<file path="config.mk">
export PLATFORM = sky130hd
export DESIGN_NAME = pipe_sequencer
export DESIGN_NICKNAME = d
export VERILOG_FILES = /design/src/rtl/pipe_pkg.sv /design/src/rtl/pipe_sequencer_sat_counter.sv /design/src/rtl/pipe_sequencer.sv
export SDC_FILE = /design/constraint.sdc
export NUM_CORES = 1
export LEC_CHECK = 0
export CAP_MARGIN = 10
export CORE_UTILIZATION = 35
export CTS_BUF_LIST = sky130_fd_sc_hd__clkbuf_8 sky130_fd_sc_hd__clkbuf_16
export DETAILED_ROUTE_END_ITERATION = 10
export PLACE_DENSITY = 0.58
export SYNTH_ARGS = -nofsm -noshare
export SYNTH_HDL_FRONTEND = slang
export SYNTH_SLANG_ARGS = --single-unit
</file>
<file path="constraint.sdc">
create_clock -name clk -period 6.5 [get_ports clk]
set_input_delay 1.3 -clock clk [delete_from_list [all_inputs] [get_ports clk]]
set_output_delay 1.3 -clock clk [all_outputs]
set_load 0.01 [all_outputs]
</file>
<file path="src/rtl/pipe_pkg.sv">
// Shared definitions for the pipeline stall/flush sequencer: FSM states,
// EX-stage resolution codes and the default redirect mask.
package pipe_pkg;

    typedef enum logic [1:0] {
        RUN        = 2'd0,
        FLUSH      = 2'd1,
        MEM_WAIT   = 2'd2,
        FETCH_WAIT = 2'd3
    } state_t;

    localparam logic [2:0] BJ_NONE = 3'd0;
    localparam logic [2:0] BJ_BEQ  = 3'd1;
    localparam logic [2:0] BJ_J    = 3'd2;
    localparam logic [2:0] BJ_JR   = 3'd3;

    // Codes 1..3 (BEQ taken, J, JR) redirect the PC; all others fall through.
    localparam logic [7:0] BRANCH_MASK_DEF = 8'b0000_1110;

endpackage

</file>
<file path="src/rtl/pipe_sequencer_sat_counter.sv">
// Saturating event counter with synchronous clear; clear beats a
// same-cycle increment and the count sticks at all-ones.
module sat_counter #(
    parameter int unsigned CNT_W = 16
) (
    input  logic             clk,
    input  logic             rst_n,
    input  logic             inc,
    input  logic             clr,
    output logic [CNT_W-1:0] count
);

    // NOTE: sequential state is written with non-blocking assignments only,
    // so every flop samples the pre-edge value of every other flop.
    always_ff @(posedge clk or negedge rst_n) begin
        if (!rst_n) begin
            count <= '0;
        end else if (clr) begin
            count <= '0;
        end else if (inc && (count != {CNT_W{1'b1}})) begin
            count <= count + CNT_W'(1);
        end
    end

endmodule

</file>
<file path="src/rtl/pipe_sequencer.sv">
// Stall/flush sequencer for the 5-stage pipeline: merges redirect, load-use,
// fetch-wait and memory-busy into per-stage enables/flushes and the PC mux select.
module pipe_sequencer
    import pipe_pkg::*;
#(
    parameter int unsigned FLUSH_DEPTH = 1,
    parameter logic [7:0]  BRANCH_MASK = BRANCH_MASK_DEF,
    parameter int unsigned CNT_W       = 16
) (
    input  logic             clk,
    input  logic             rst_n,
    input  logic [2:0]       branch_jump,
    input  logic [31:0]      redirect_pc,
    input  logic             load_use,
    input  logic             imem_ready,
    input  logic             dmem_busy,
    input  logic             cnt_clr,
    output logic             pc_write,
    output logic             pc_sel,
    output logic [31:0]      pc_target,
    output logic             if_id_write,
    output logic             if_id_flush,
    output logic             id_ex_flush,
    output logic             pipe_hold,
    output logic [CNT_W-1:0] stall_cnt,
    output logic [CNT_W-1:0] flush_cnt
);

    localparam int unsigned FCNT_W = $clog2(FLUSH_DEPTH + 1);

    state_t              state, state_next;
    logic                pend, pend_next;
    logic [31:0]         pend_pc, pend_pc_next;
    logic [FCNT_W-1:0]   fcnt, fcnt_next;
    logic                redir, take, hold, run_mode, flush_inc;
    logic [31:0]         take_pc;

    assign redir = BRANCH_MASK[branch_jump];

    always_ff @(posedge clk or negedge rst_n) begin
        if (!rst_n) begin
            state   <= RUN;
            pend    <= 1'b0;
            pend_pc <= '0;
            fcnt    <= '0;
        end else begin
            state   <= state_next;
            pend    <= pend_next;
            pend_pc <= pend_pc_next;
            fcnt    <= fcnt_next;
        end
    end

    // NOTE: every signal driven here gets a default before any branch, so no
    // path can leave one unassigned and infer a latch.
    always_comb begin
        state_next   = state;
        pend_next    = pend;
        pend_pc_next = pend_pc;
        fcnt_next    = fcnt;
        take         = 1'b0;
        take_pc      = redirect_pc;
        hold         = 1'b0;
        run_mode     = 1'b0;
        flush_inc    = 1'b0;
        pc_write     = 1'b0;
        pc_sel       = 1'b0;
        pc_target    = '0;
        if_id_write  = 1'b0;
        if_id_flush  = 1'b0;
        id_ex_flush  = 1'b0;
        pipe_hold    = 1'b0;

        unique case (state)
            FLUSH: begin
                if (dmem_busy) begin
                    hold = 1'b1;
                end else if (redir) begin
                    take = 1'b1;
                end else begin
                    pc_write    = 1'b1;
                    if_id_flush = 1'b1;
                    fcnt_next   = fcnt - FCNT_W'(1);
                    if (fcnt == FCNT_W'(1)) state_next = RUN;
                end
            end
            MEM_WAIT: begin
                if (dmem_busy) begin
                    hold = 1'b1;
                    // The first redirect seen while frozen is the oldest; keep it.
                    if (redir && !pend) begin
                        pend_next    = 1'b1;
                        pend_pc_next = redirect_pc;
                    end
                end else if (pend) begin
                    take      = 1'b1;
                    take_pc   = pend_pc;
                    pend_next = 1'b0;
                end else begin
                    run_mode = 1'b1;
                end
            end
            default: run_mode = 1'b1;
        endcase

        // FETCH_WAIT decodes exactly like RUN; only the idle case differs.
        if (run_mode) begin
            if (dmem_busy) begin
                hold       = 1'b1;
                state_next = MEM_WAIT;
                if (redir) begin
                    pend_next    = 1'b1;
                    pend_pc_next = redirect_pc;
                end
            end else if (redir) begin
                take = 1'b1;
            end else if (load_use) begin
                id_ex_flush = 1'b1;
                state_next  = RUN;
            end else if (!imem_ready) begin
                if_id_flush = 1'b1;
                state_next  = FETCH_WAIT;
            end else begin
                pc_write    = 1'b1;
                if_id_write = 1'b1;
                state_next  = RUN;
            end
        end

        pipe_hold = hold;

        if (take) begin
            pc_sel      = 1'b1;
            pc_target   = take_pc;
            pc_write    = 1'b1;
            if_id_flush = 1'b1;
            id_ex_flush = 1'b1;
            flush_inc   = 1'b1;
            if (FLUSH_DEPTH > 1) begin
                fcnt_next  = FCNT_W'(FLUSH_DEPTH - 1);
                state_next = FLUSH;
            end else begin
                state_next = RUN;
            end
        end

        // Controls read as all-zero while reset is asserted.
        if (!rst_n) begin
            pc_write    = 1'b0;
            pc_sel      = 1'b0;
            pc_target   = '0;
            if_id_write = 1'b0;
            if_id_flush = 1'b0;
            id_ex_flush = 1'b0;
            pipe_hold   = 1'b0;
            flush_inc   = 1'b0;
        end
    end

    sat_counter #(.CNT_W(CNT_W)) u_stall_cnt (
        .clk   (clk),
        .rst_n (rst_n),
        .inc   (!pc_write),
        .clr   (cnt_clr),
        .count (stall_cnt)
    );

    sat_counter #(.CNT_W(CNT_W)) u_flush_cnt (
        .clk   (clk),
        .rst_n (rst_n),
        .inc   (flush_inc),
        .clr   (cnt_clr),
        .count (flush_cnt)
    );

endmodule

</file>
* Word level (Yosys, flattened, before mapping) *
Memories as Yosys holds them, arrays and structs flattened.
Index checks and enable logic that the tools add are counted.

storage, ports and cells
  register bits = 68
  bits in read-only memories = 8
  bits of input ports = 41
  output and inout bits = 70
  memories = 1

operators by class
  add/subtract/negate cells = 3
  magnitude comparators = 1
  equal/unequal tests = 4
  muxes and demuxes = 79
  bitwise logic cells = 2
  reduce and logical (&&, ||, !) cells = 9

memories
  memory           depth  width  read ports  clocked after memory_dff  wr ports  RTL line              source
  (no name shown)  8      1      1           0                         0         pipe_sequencer.sv:38  assign redir = BRANCH_MASK[branch_jump];

operators with widths
  operator               count
  $mux 32                11
  $mux 16                4
  $mux 1                 52
  $add 16x1->16 const B  2
  $ne 16x16->1 const B   2
  $mux 2                 10
  $lt 3x4->1 const B     1
  $pmux 1 s2             2
  $reduce_bool 2->1      2
  $logic_and 1x1->1      3
  $reduce_and 3->1       1
  $eq 2x1->1 const B     1
  $eq 2x2->1 const B     1
  $logic_not 1->1        2
  $not 1->1              2
  $reduce_or 2->1        1
  $sub 1x1->1 const B    1

* Depth between registers and ports, before layout *
Gate-level depths: netlist of the first run.

  depth in word-level cells = 16
  mapped depth = 8

* Cells and area by module *
Synthesis of the first run repeated with hierarchy kept, for this count alone.

second synthesis, totals
  cells, all modules = 422
  area, all modules = 4174.0 um^2

by module, submodules not included
  module                     times used  cells each  area an instance (um^2)
  pipe_sequencer             1           226         2302.2
  sat_counter (u_flush_cnt)  1           98          942.2
  sat_counter (u_stall_cnt)  1           98          929.6

* Worst setup path after synthesis of the first run *
Ideal clock, no wire load.

  path kind = input to output
  from = input port branch_jump[2]
  to = output port pc_target[10]
  arrival time = 2499 ps
  required time = 5200 ps
  setup slack = 2701 ps
  stages = 5
  buffers on the path = 2
  cells stage by stage = o21bai_2 a221o_1 buf_6 clkbuf_1 a21oi_1

on the way
  longest elaborated chain between the ends = 10

ends and longest elaborated chain
  item                              RTL line               source
  start: declaration                pipe_sequencer.sv:12   input logic [2:0] branch_jump,
  $mem_v2 8x1 (*)                   -
  $mux 1 (not written as such) (*)  pipe_sequencer.sv:38
  $mux 1                            pipe_sequencer.sv:78   end else if (redir) begin
  $mux 1                            pipe_sequencer.sv:76   if (dmem_busy) begin
  $pmux 1 s2                        pipe_sequencer.sv:74   unique case (state)
  $mux 1                            pipe_sequencer.sv:115  end else if (redir) begin
  $mux 1                            pipe_sequencer.sv:108  if (dmem_busy) begin
  $mux 1 (*)                        pipe_sequencer.sv:107  if (run_mode) begin
  $mux 32 (*)                       pipe_sequencer.sv:132  if (take) begin
  $mux 32 (*)                       pipe_sequencer.sv:148  if (!rst_n) begin
  end: declaration                  pipe_sequencer.sv:20   output logic [31:0] pc_target,

Every way passes the cells marked *; elsewhere a longest branch is shown, timed or not. The select of a mux whose other input is x is not followed.

* Worst setup path after layout of the first run *
  from = input port dmem_busy
  to = output port pc_write

on the way
  longest elaborated chain between the ends = 9
  elaborated cells on any way between the ends = 17
  those cells by class = mux: 17

ends and longest elaborated chain
  item                RTL line               source
  start: declaration  pipe_sequencer.sv:16   input logic dmem_busy,
  $mux 1              pipe_sequencer.sv:76
  $mux 1              pipe_sequencer.sv:74
  $mux 1              pipe_sequencer.sv:120  end else if (!imem_ready) begin
  $mux 1              pipe_sequencer.sv:117  end else if (load_use) begin
  $mux 1              pipe_sequencer.sv:115
  $mux 1              pipe_sequencer.sv:108
  $mux 1              pipe_sequencer.sv:107
  $mux 1 (*)          pipe_sequencer.sv:132
  $mux 1 (*)          pipe_sequencer.sv:148
  end: declaration    pipe_sequencer.sv:18   output logic pc_write,

Every way passes the cells marked *; elsewhere a longest branch is shown, timed or not.

==> out/metrics.cfg, run 1 <==
[floorplan]
die_w_um = 107.2
die_h_um = 107.2
fp-row-count = 38
dieArea_sq_um = 11500
io-pin-count = 111
core_region_area_sq_um = 10790
start_util = 0.3591

[sta]
fin_crit_sh = 0.7769
worst_pin_slew_ps = 904.0
setup_viol = 0
layout_min_cycle_time_ps = 5050
clock_skew_ps = 11.58
fmax_mhz = 198.0
fin_setup_tns_ps = 0
rsz0062_at_grt = no
relSlewSlack = 0.3974
hold_viol = 0
slew_viol_final = 0

[worst_setup_path]
crit_chain = clkdlybuf4s50_1 -> or2b_2 -> o32a_1 -> nand2_1 -> clkdlybuf4s50_1
crit_fanout = 16
worstSetupPathType = input port to output pin
critPathMaxStageDelay_ps = 670
cp_num_buf_inv = 2
arrival_ps = 3750
cp-end-kind = output pin
crit_required_ps = 5200
startpoint_type = input port
path_delay_family = buffers and inverters
critPathSlowestCell = clkdlybuf4s50_1
crit_path_frequent_cell = clkdlybuf4s50_1

[cts]
clock_latency_ps = 340
cts_buffer_depth = 2
tritoncts = yes
post_cts_buffers = 0
htree_levels = 3
cts_resized = 0
root_buffer = clkbuf_8
clkTransAtPathRegs_ps = 70
cts_buffers = 9
cts_num_sinks = 68
holdBufCountCts = 0

[synth]
synth.area.mux_share = 0.1110
ys_types = 60
synth-simple-area-share = 0.2256
synthArstFlopShare = 1.000
synth_edf_count = 0
ys_seq_area_frac = 0.4390
synth_xor_area_frac = 0.01808
avgSynthCellArea_sq_um = 9.273
synth_top_family_by_area = simple AND/OR/NAND/NOR gates
ys.flop_type = dfrtp_1
synthCells = 418
synth_compound_area_frac = 0.1556
synth_seq_cells = 68
synth_area_sq_um = 3876
synth_top_area_share = 0.4390
synthAdderAreaFrac = 0.01291
synth_nets = 463
ys_top_cells_by_area = dfrtp_1, mux2_2, nand2_1, a21oi_1, nor2_1
ys_warn_count = 0
synth_top_area_cell = dfrtp_1

[detailed_routing]
via_per_inst = 5.193
ant_nets = 0
vias = 3469
routed_wl_um = 10100
drtPass1Iterations = 4
drt_iter0_drc = 157
drc = 0
wire_per_inst_um = 15.12

[placement]
place_congestion = 0.7857
port-buffer-count = 110
hpwlAfterDp_um = 6776
dp.cells = 652

[layout]
layout_common_cells = clkdlybuf4s50_1, nand2_1, dfrtp_1, a21oi_1, mux2_2
seq_area_sq_um = 1702
fin_nets = 568
fill_cells = 1013
drive_gt1_frac = 0.1420
antenna_cells = 0
multi_input_area_sq_um = 2031
final_cell_count_no_fill = 668
final_common_cell = clkdlybuf4s50_1
area.growth.synth_to_final_pct = 37.44

[grt]
grt_pass1_vias = 3407
gr-total-overflow = 0
grt_max_degree = 72
grt_usage = 0.1833
grt_first_pass_wirelength_um = 16750
antenna_found_initial = 0

[outcome]
status = completed

[worst_hold_path]
hp-class = register to register

[power]
p_leak_nw = 2.141
vdd_drop_max_mv = 0.1139
p_per_area_nw_per_um2 = 255.4
p_total_mw = 1.360

[run]
maxCapViolations = 0

cell families after synthesis:
logic type,after synthesis
and+or+nand+nor,178
adders and majority gates,4
buffers and inverters,31
xor gates and xnor gates,8
AOI/OAI and AO/OA,91
muxes,38
DFF,68
cells in the mapped netlist (2+ instances only):
cell      instances
a211oi_1          3
a21oi_1          51
a311oi_1          2
a31oi_1           2
and2_1            3
and3_1            2
and4_1            5
buf_2             4
buf_6             2
clkbuf_1         14
dfrtp_1          68
ha_1              4
inv_1            10
mux2_2           35
nand2_1          85
nand3_1           9
nand3b_1          2
nand4_1           8
nor2_1           28
nor2b_1           2
nor3_1            5
nor3b_1           4
o211ai_1          2
o21ai_0          10
o31ai_1           5
or3_1             8
or4_1             6
xnor2_1           5
xor2_1            3
metrics by stage:
stage	setup slack (ps)	hold slack (ps)	util	area, sq um
CTS	1458	482.5	0.4936	5328
finish	1450	475.6	0.4936	5328
floorplan	2701	439.7	-	3876
detailed placement	1469	468.7	0.4706	5079
global route	1317	497.3	0.4936	5328
global placement	1515	462.4	0.4706	5079
sequential cells by signal (all words and copies together), names as in the netlist:
name and flops:
fcnt 1, pend 1, pend_pc 32, state 2
u_flush_cnt.count 16, u_stall_cnt.count 16
area by class of cell:
type | count | share of cell area
sequential | 68 | 0.3194
clock buffer | 10 | 0.02583
multi-input combinational | 319 | 0.3812
inverter | 10 | 0.007046
clock inverter | 6 | 0.02090
tap | 140 | 0.03288
timing repair buffer | 115 | 0.2128
path summary, 6_finish.rpt:
kind                            startpoint                     to  slack (ps)  cells after the start
min in group asynchronous            rst_n   u_stall_cnt.count[2]        1250                      2
max in group asynchronous            rst_n            pend_pc[25]        4670                      2
worst min register to register        fcnt                   fcnt         480                      1
worst min-delay path                  fcnt                   fcnt         480                      1
worst max-delay path             dmem_busy               pc_write        1450                      5
worst max register to register    state[0]  u_flush_cnt.count[12]        3930                      8
routing by layer:
metal / track usage / part of all wire / up-vias
met1: 0.2475 / 0.48 / 1661
met5: 0 / 0 / -
met2: 0.2774 / 0.43 / 100
met3: 0.05836 / 0.078 / 11
met4: 0.05969 / 0.012 / 0
li1: - / - / 1697
report_power, final:
group          switching, mW  leakage, nW  internal, mW
Clock                  0.171        0.122         0.265
Sequential            0.0493        0.870         0.517
Combinational          0.173         1.15         0.186
Total                  0.393         2.14         0.968
Power figures use the tool's default switching activity.
==> inputs of run 2 (changes only) <==
--- a/config.mk
+++ b/config.mk
@@ -9,7 +9,7 @@
 export CORE_UTILIZATION = 35
 export CTS_BUF_LIST = sky130_fd_sc_hd__clkbuf_8 sky130_fd_sc_hd__clkbuf_16
 export DETAILED_ROUTE_END_ITERATION = 10
-export PLACE_DENSITY = 0.58
+export PLACE_DENSITY = 0.6
 export SYNTH_ARGS = -nofsm -noshare
 export SYNTH_HDL_FRONTEND = slang
 export SYNTH_SLANG_ARGS = --single-unit
==> constraint.sdc (replaced) <==
create_clock -name clk -period 4.1 [get_ports clk]
set_input_delay 0.82 -clock clk [delete_from_list [all_inputs] [get_ports clk]]
set_output_delay 0.82 -clock clk [all_outputs]
set_load 0.01 [all_outputs]
==> run 2 against run 1 <==
Largest cell class unchanged. Final area shrank 0.31%. Non-clock buffer count grew 4. Routed wire length is 4.4% lower. First-iteration DRC count grew 13%. Sequential power up 59%.
==> out/metrics.cfg, run 2 (synthesized netlist as in run 1, its figures left out) <==
[worst_setup_path]
cp_num_buf_inv = 2
path_delay_family = buffers and inverters
startpoint_type = input port
crit_fanout = 8
arrival_ps = 3080
worstSetupPathType = input port to output pin
critPathSlowestCell = clkdlybuf4s50_1
crit_chain = clkdlybuf4s50_1 -> o21bai_2 -> o21ai_0 -> or3_1 -> nand2_1 -> o211a_1 -> clkdlybuf4s50_1
crit_path_frequent_cell = clkdlybuf4s50_1
critPathMaxStageDelay_ps = 550
cp-end-kind = output pin
crit_required_ps = 3280

[run]
maxCapViolations = 0

[power]
vdd_drop_max_mv = 0.1360
p_leak_nw = 2.142
p_per_area_nw_per_um2 = 379.0

[detailed_routing]
routed_wl_um = 9657
via_per_inst = 5.182
wire_per_inst_um = 14.39
drtPass1Iterations = 4
drc = 0
drt_iter0_drc = 178
vias = 3477
ant_nets = 0

[sta]
fin_setup_tns_ps = 0
slew_viol_final = 0
fmax_mhz = 256.7
layout_min_cycle_time_ps = 3895
setup_viol = 0
rsz0062_at_grt = no
hold_viol = 0
relSlewSlack = 0.5535
clock_skew_ps = 7.086
whs_ps = 479.1
worst_pin_slew_ps = 667.7
fin_crit_sh = 0.9500

[grt]
grt_usage = 0.1754
gr-total-overflow = 0
grt_max_degree = 46
grt_pass1_vias = 3373
antenna_found_initial = 0
grt_first_pass_wirelength_um = 16060

[floorplan]
start_util = 0.3591
core_region_area_sq_um = 10790
die_h_um = 107.2
fp-row-count = 38
io-pin-count = 111
die_w_um = 107.2
dieArea_sq_um = 11500

[cts]
htree_levels = 3
root_buffer = clkbuf_8
cts_buffer_depth = 2
cts_num_sinks = 68
clock_latency_ps = 330
tritoncts = yes
cts_buffers = 9
cts_resized = 0
post_cts_buffers = 0
clkTransAtPathRegs_ps = 70
holdBufCountCts = 0

[layout]
layout_common_cells = clkdlybuf4s50_1, nand2_1, dfrtp_1, a21oi_1, mux2_2
antenna_cells = 0
final_common_cell = clkdlybuf4s50_1
fin_nets = 572
drive_gt1_frac = 0.1469
area.growth.synth_to_final_pct = 37.02
largest_registers = pend_pc x32, u_flush_cnt.count x16, u_stall_cnt.count x16
final_cell_count_no_fill = 671
largest_reg_flops = 32
stdcell_area_sq_um = 5311
top_register = pend_pc

[worst_hold_path]
hp-class = register to register

[placement]
dp.cells = 656
placedInstanceArea_sq_um = 5121
hpwlAfterDp_um = 6851
place_congestion = 0.7889
port-buffer-count = 110

[outcome]
status = completed

[run 2: cell types whose count changed in the layout (fill, tap and decap cells not counted), sizes merged]
cell,before,now
clkinv,2,3
buf,6,10
bufinv,3,1
[run 2: worst paths after layout]
| path | slack (ps) | from | cells after the start | endpoint |
|---|---|---|---|---|
| min in group asynchronous | 620 | rst_n | 2 | u_stall_cnt.count[1] |
| worst min-delay path | 480 | fcnt | 1 | fcnt |
| max in group asynchronous | 2710 | rst_n | 3 | pend_pc[21] |
| worst max-delay path | 200 | branch_jump[1] | 7 | if_id_flush |
| worst min register to register | 480 | fcnt | 1 | fcnt |
| worst max register to register | 1540 | state[0] | 8 | u_flush_cnt.count[12] |
[run 2: routing by layer]
metal | GRT usage | wire (um) | share of wire
met5 | 0 | 0 | 0
met4 | 0.07143 | 102 | 0.011
met3 | 0.03830 | 583 | 0.060
met2 | 0.2710 | 4265 | 0.44
met1 | 0.2374 | 4705 | 0.49
[run 2: power by group]
group,switching [mW],total [mW],leakage [nW],internal [mW]
registers,0.0811,0.901,0.870,0.820
clock network,0.243,0.533,0.0979,0.291
logic,0.276,0.578,1.17,0.303
total,0.599,2.01,2.14,1.41
[run 2: stage by stage]
stage / util / setup WS (ps) / power [mW]
after global routing: 0.4921 / 75.07 / 2.147
after floorplan: - / 1261 / 1.274
final: 0.4921 / 205.0 / 2.013
after CTS: 0.4921 / 218.7 / 2.040
after detailed placement: 0.4745 / 227.0 / 1.495
after global placement: 0.4745 / 253.8 / 1.477
[run 2: area by class of cell]
cell class / count / area [sq um]
well taps: 140 / 175.2
multi-input cells: 319 / 2031
clock inverters: 5 / 52.55
flip-flops and latches: 68 / 1702
repair buffers: 119 / 1176
fillers: 1037 / 5482
inverters: 10 / 37.54
clock buffers: 10 / 137.6
==> inputs of run 3 (changes only) <==
--- a/config.mk
+++ b/config.mk
@@ -6,6 +6,7 @@
 export NUM_CORES = 1
 export LEC_CHECK = 0
 export CAP_MARGIN = 10
+export CORE_MARGIN = 8
 export CORE_UTILIZATION = 35
 export CTS_BUF_LIST = sky130_fd_sc_hd__clkbuf_8 sky130_fd_sc_hd__clkbuf_16
 export DETAILED_ROUTE_END_ITERATION = 10
==> run 3 against run 2 <==
Sequential cell count did not move. Total power down 3.6%. Register-to-register slack improved by 50 ps. Non-clock buffer count increased by 1. Global-route usage decreased by 2.7 points. Final area is 0.73% lower. Critical path type unchanged. Highest routed layer is now met5.
==> out/metrics.cfg, run 3 (synthesized netlist as in run 1, its figures left out) <==
[grt]
gr-total-overflow = 0
grt_max_degree = 39
grt_first_pass_wirelength_um = 17930
grt_usage = 0.1484
antenna_found_initial = 1
grt_pass1_vias = 3514

[detailed_routing]
drc = 0
drtPass1Iterations = 4
routed_wl_um = 10870
wire_per_inst_um = 16.18
via_per_inst = 5.161
drt_iter0_drc = 132
vias = 3468
ant_nets = 0

[sta]
whs_ps = 493.0
layout_min_cycle_time_ps = 3783
fin_setup_tns_ps = 0
hold_viol = 0
worst_pin_slew_ps = 688.9
setup_ws_ps = 317.3
fin_crit_sh = 0.9226
fmax_mhz = 264.4
relSlewSlack = 0.5390
clock_skew_ps = 8.812
rsz0062_at_grt = no
slew_viol_final = 0
setup_viol = 0

[cts]
cts_buffer_depth = 2
holdBufCountCts = 0
cts_num_sinks = 68
clock_latency_ps = 330
htree_levels = 3
post_cts_buffers = 0
cts_buffers = 9
root_buffer = clkbuf_8
tritoncts = yes
cts_resized = 0
clkTransAtPathRegs_ps = 70

[floorplan]
die_h_um = 121.2
io-pin-count = 111
dieArea_sq_um = 14700
core_region_area_sq_um = 10840
fp-row-count = 38
die_w_um = 121.2
start_util = 0.3576

[outcome]
status = completed

[power]
p_per_area_nw_per_um2 = 367.9
p_leak_nw = 2.127
p_total_mw = 1.940
clkPwrFrac = 0.236
netSwitchingFraction = 0.3137
vdd_drop_max_mv = 0.1760
pwr-share-seq = 0.465
switching_power_mw = 0.6085
p_comb_frac = 0.299
p_int_mw = 1.331

[layout]
largest_reg_flops = 32
area.growth.synth_to_final_pct = 36.02
fin_nets = 573
largest_registers = pend_pc x32, u_flush_cnt.count x16, u_stall_cnt.count x16
layout_common_cells = clkdlybuf4s50_1, nand2_1, dfrtp_1, a21oi_1, mux2_2
fill_cells = 1060
final_common_cell = clkdlybuf4s50_1
drive_gt1_frac = 0.1485
antenna_cells = 0
top_register = pend_pc

[worst_setup_path]
crit_required_ps = 3280
cp-end-kind = output pin
startpoint_type = input port
crit_fanout = 32
arrival_ps = 2960
worstSetupPathType = input port to output pin

[placement]
place_congestion = 0.7669
hpwlAfterDp_um = 7878
place_ws_ps = 288.9
port-buffer-count = 110

[worst_hold_path]
hp-class = register to register

[run]
maxCapViolations = 0

run 3: cell count changes in the layout (fill, tap and decap cells not counted), sizes merged:
| cell | before | now |
|---|---|---|
| buf | 10 | 11 |
| bufinv | 1 | 0 |
| clkbuf | 10 | 9 |
| clkinv | 3 | 5 |
run 3: through the flow:
step	instances	utilization	instance area [sq um]
floorplan	418	-	3876
global placement	657	0.4720	5116
detailed placement	657	0.4720	5116
CTS	672	0.4864	5273
global route	672	0.4864	5273
finish	672	0.4864	5273
run 3: worst max-delay path, cell delays in order:
cell and delay (ps):
clkdlybuf4s50_1 520, buf_4 200, or2_2 520, nand2_1 110
a21oi_1 210, clkdlybuf4s50_1 570
run 3: final cells by class:
| cell class | instances | area, sq um | area share |
|---|---|---|---|
| Sequential cell | 68 | 1702 | 0.3227 |
| Tap cell | 140 | 175.2 | 0.03322 |
| Multi-Input combinational cell | 319 | 2031 | 0.3851 |
| Clock buffer | 9 | 123.9 | 0.02349 |
| Clock inverter | 6 | 32.53 | 0.006170 |
| Timing Repair Buffer | 120 | 1171 | 0.2221 |
| Inverter | 10 | 37.54 | 0.007119 |
run 3: metal layers:
layer,share of wire,up-vias,GRT usage
met1,0.46,1652,0.1941
li1,-,1704,-
met5,0.0012,-,0
met3,0.080,12,0.05026
met2,0.45,98,0.2283
met4,0.011,2,0.04163
run 3: final timing paths:
| kind | from | slack, ps | end | cells past startpoint |
|---|---|---|---|---|
| setup / recovery | dmem_busy | 320 | pc_target[15] | 6 |
| setup reg to reg | state[0] | 1590 | u_flush_cnt.count[12] | 8 |
| min in group asynchronous | rst_n | 570 | u_stall_cnt.count[2] | 2 |
| hold / removal | fcnt | 490 | fcnt | 1 |
| max in group asynchronous | rst_n | 2680 | pend_pc[31] | 3 |
| hold reg to reg | fcnt | 490 | fcnt | 1 |
run 3: power groups by stage:
stage          sequential (mW)  clock [mW]  combinational (mW)
3_3_place_gp             0.903           0               0.578
5_1_grt                  0.923       0.504               0.646
6_report                 0.901       0.457               0.581
4_1_cts                  0.901       0.480               0.589
2_1_floorplan            0.895           0               0.379
3_5_place_dp             0.913           0               0.588
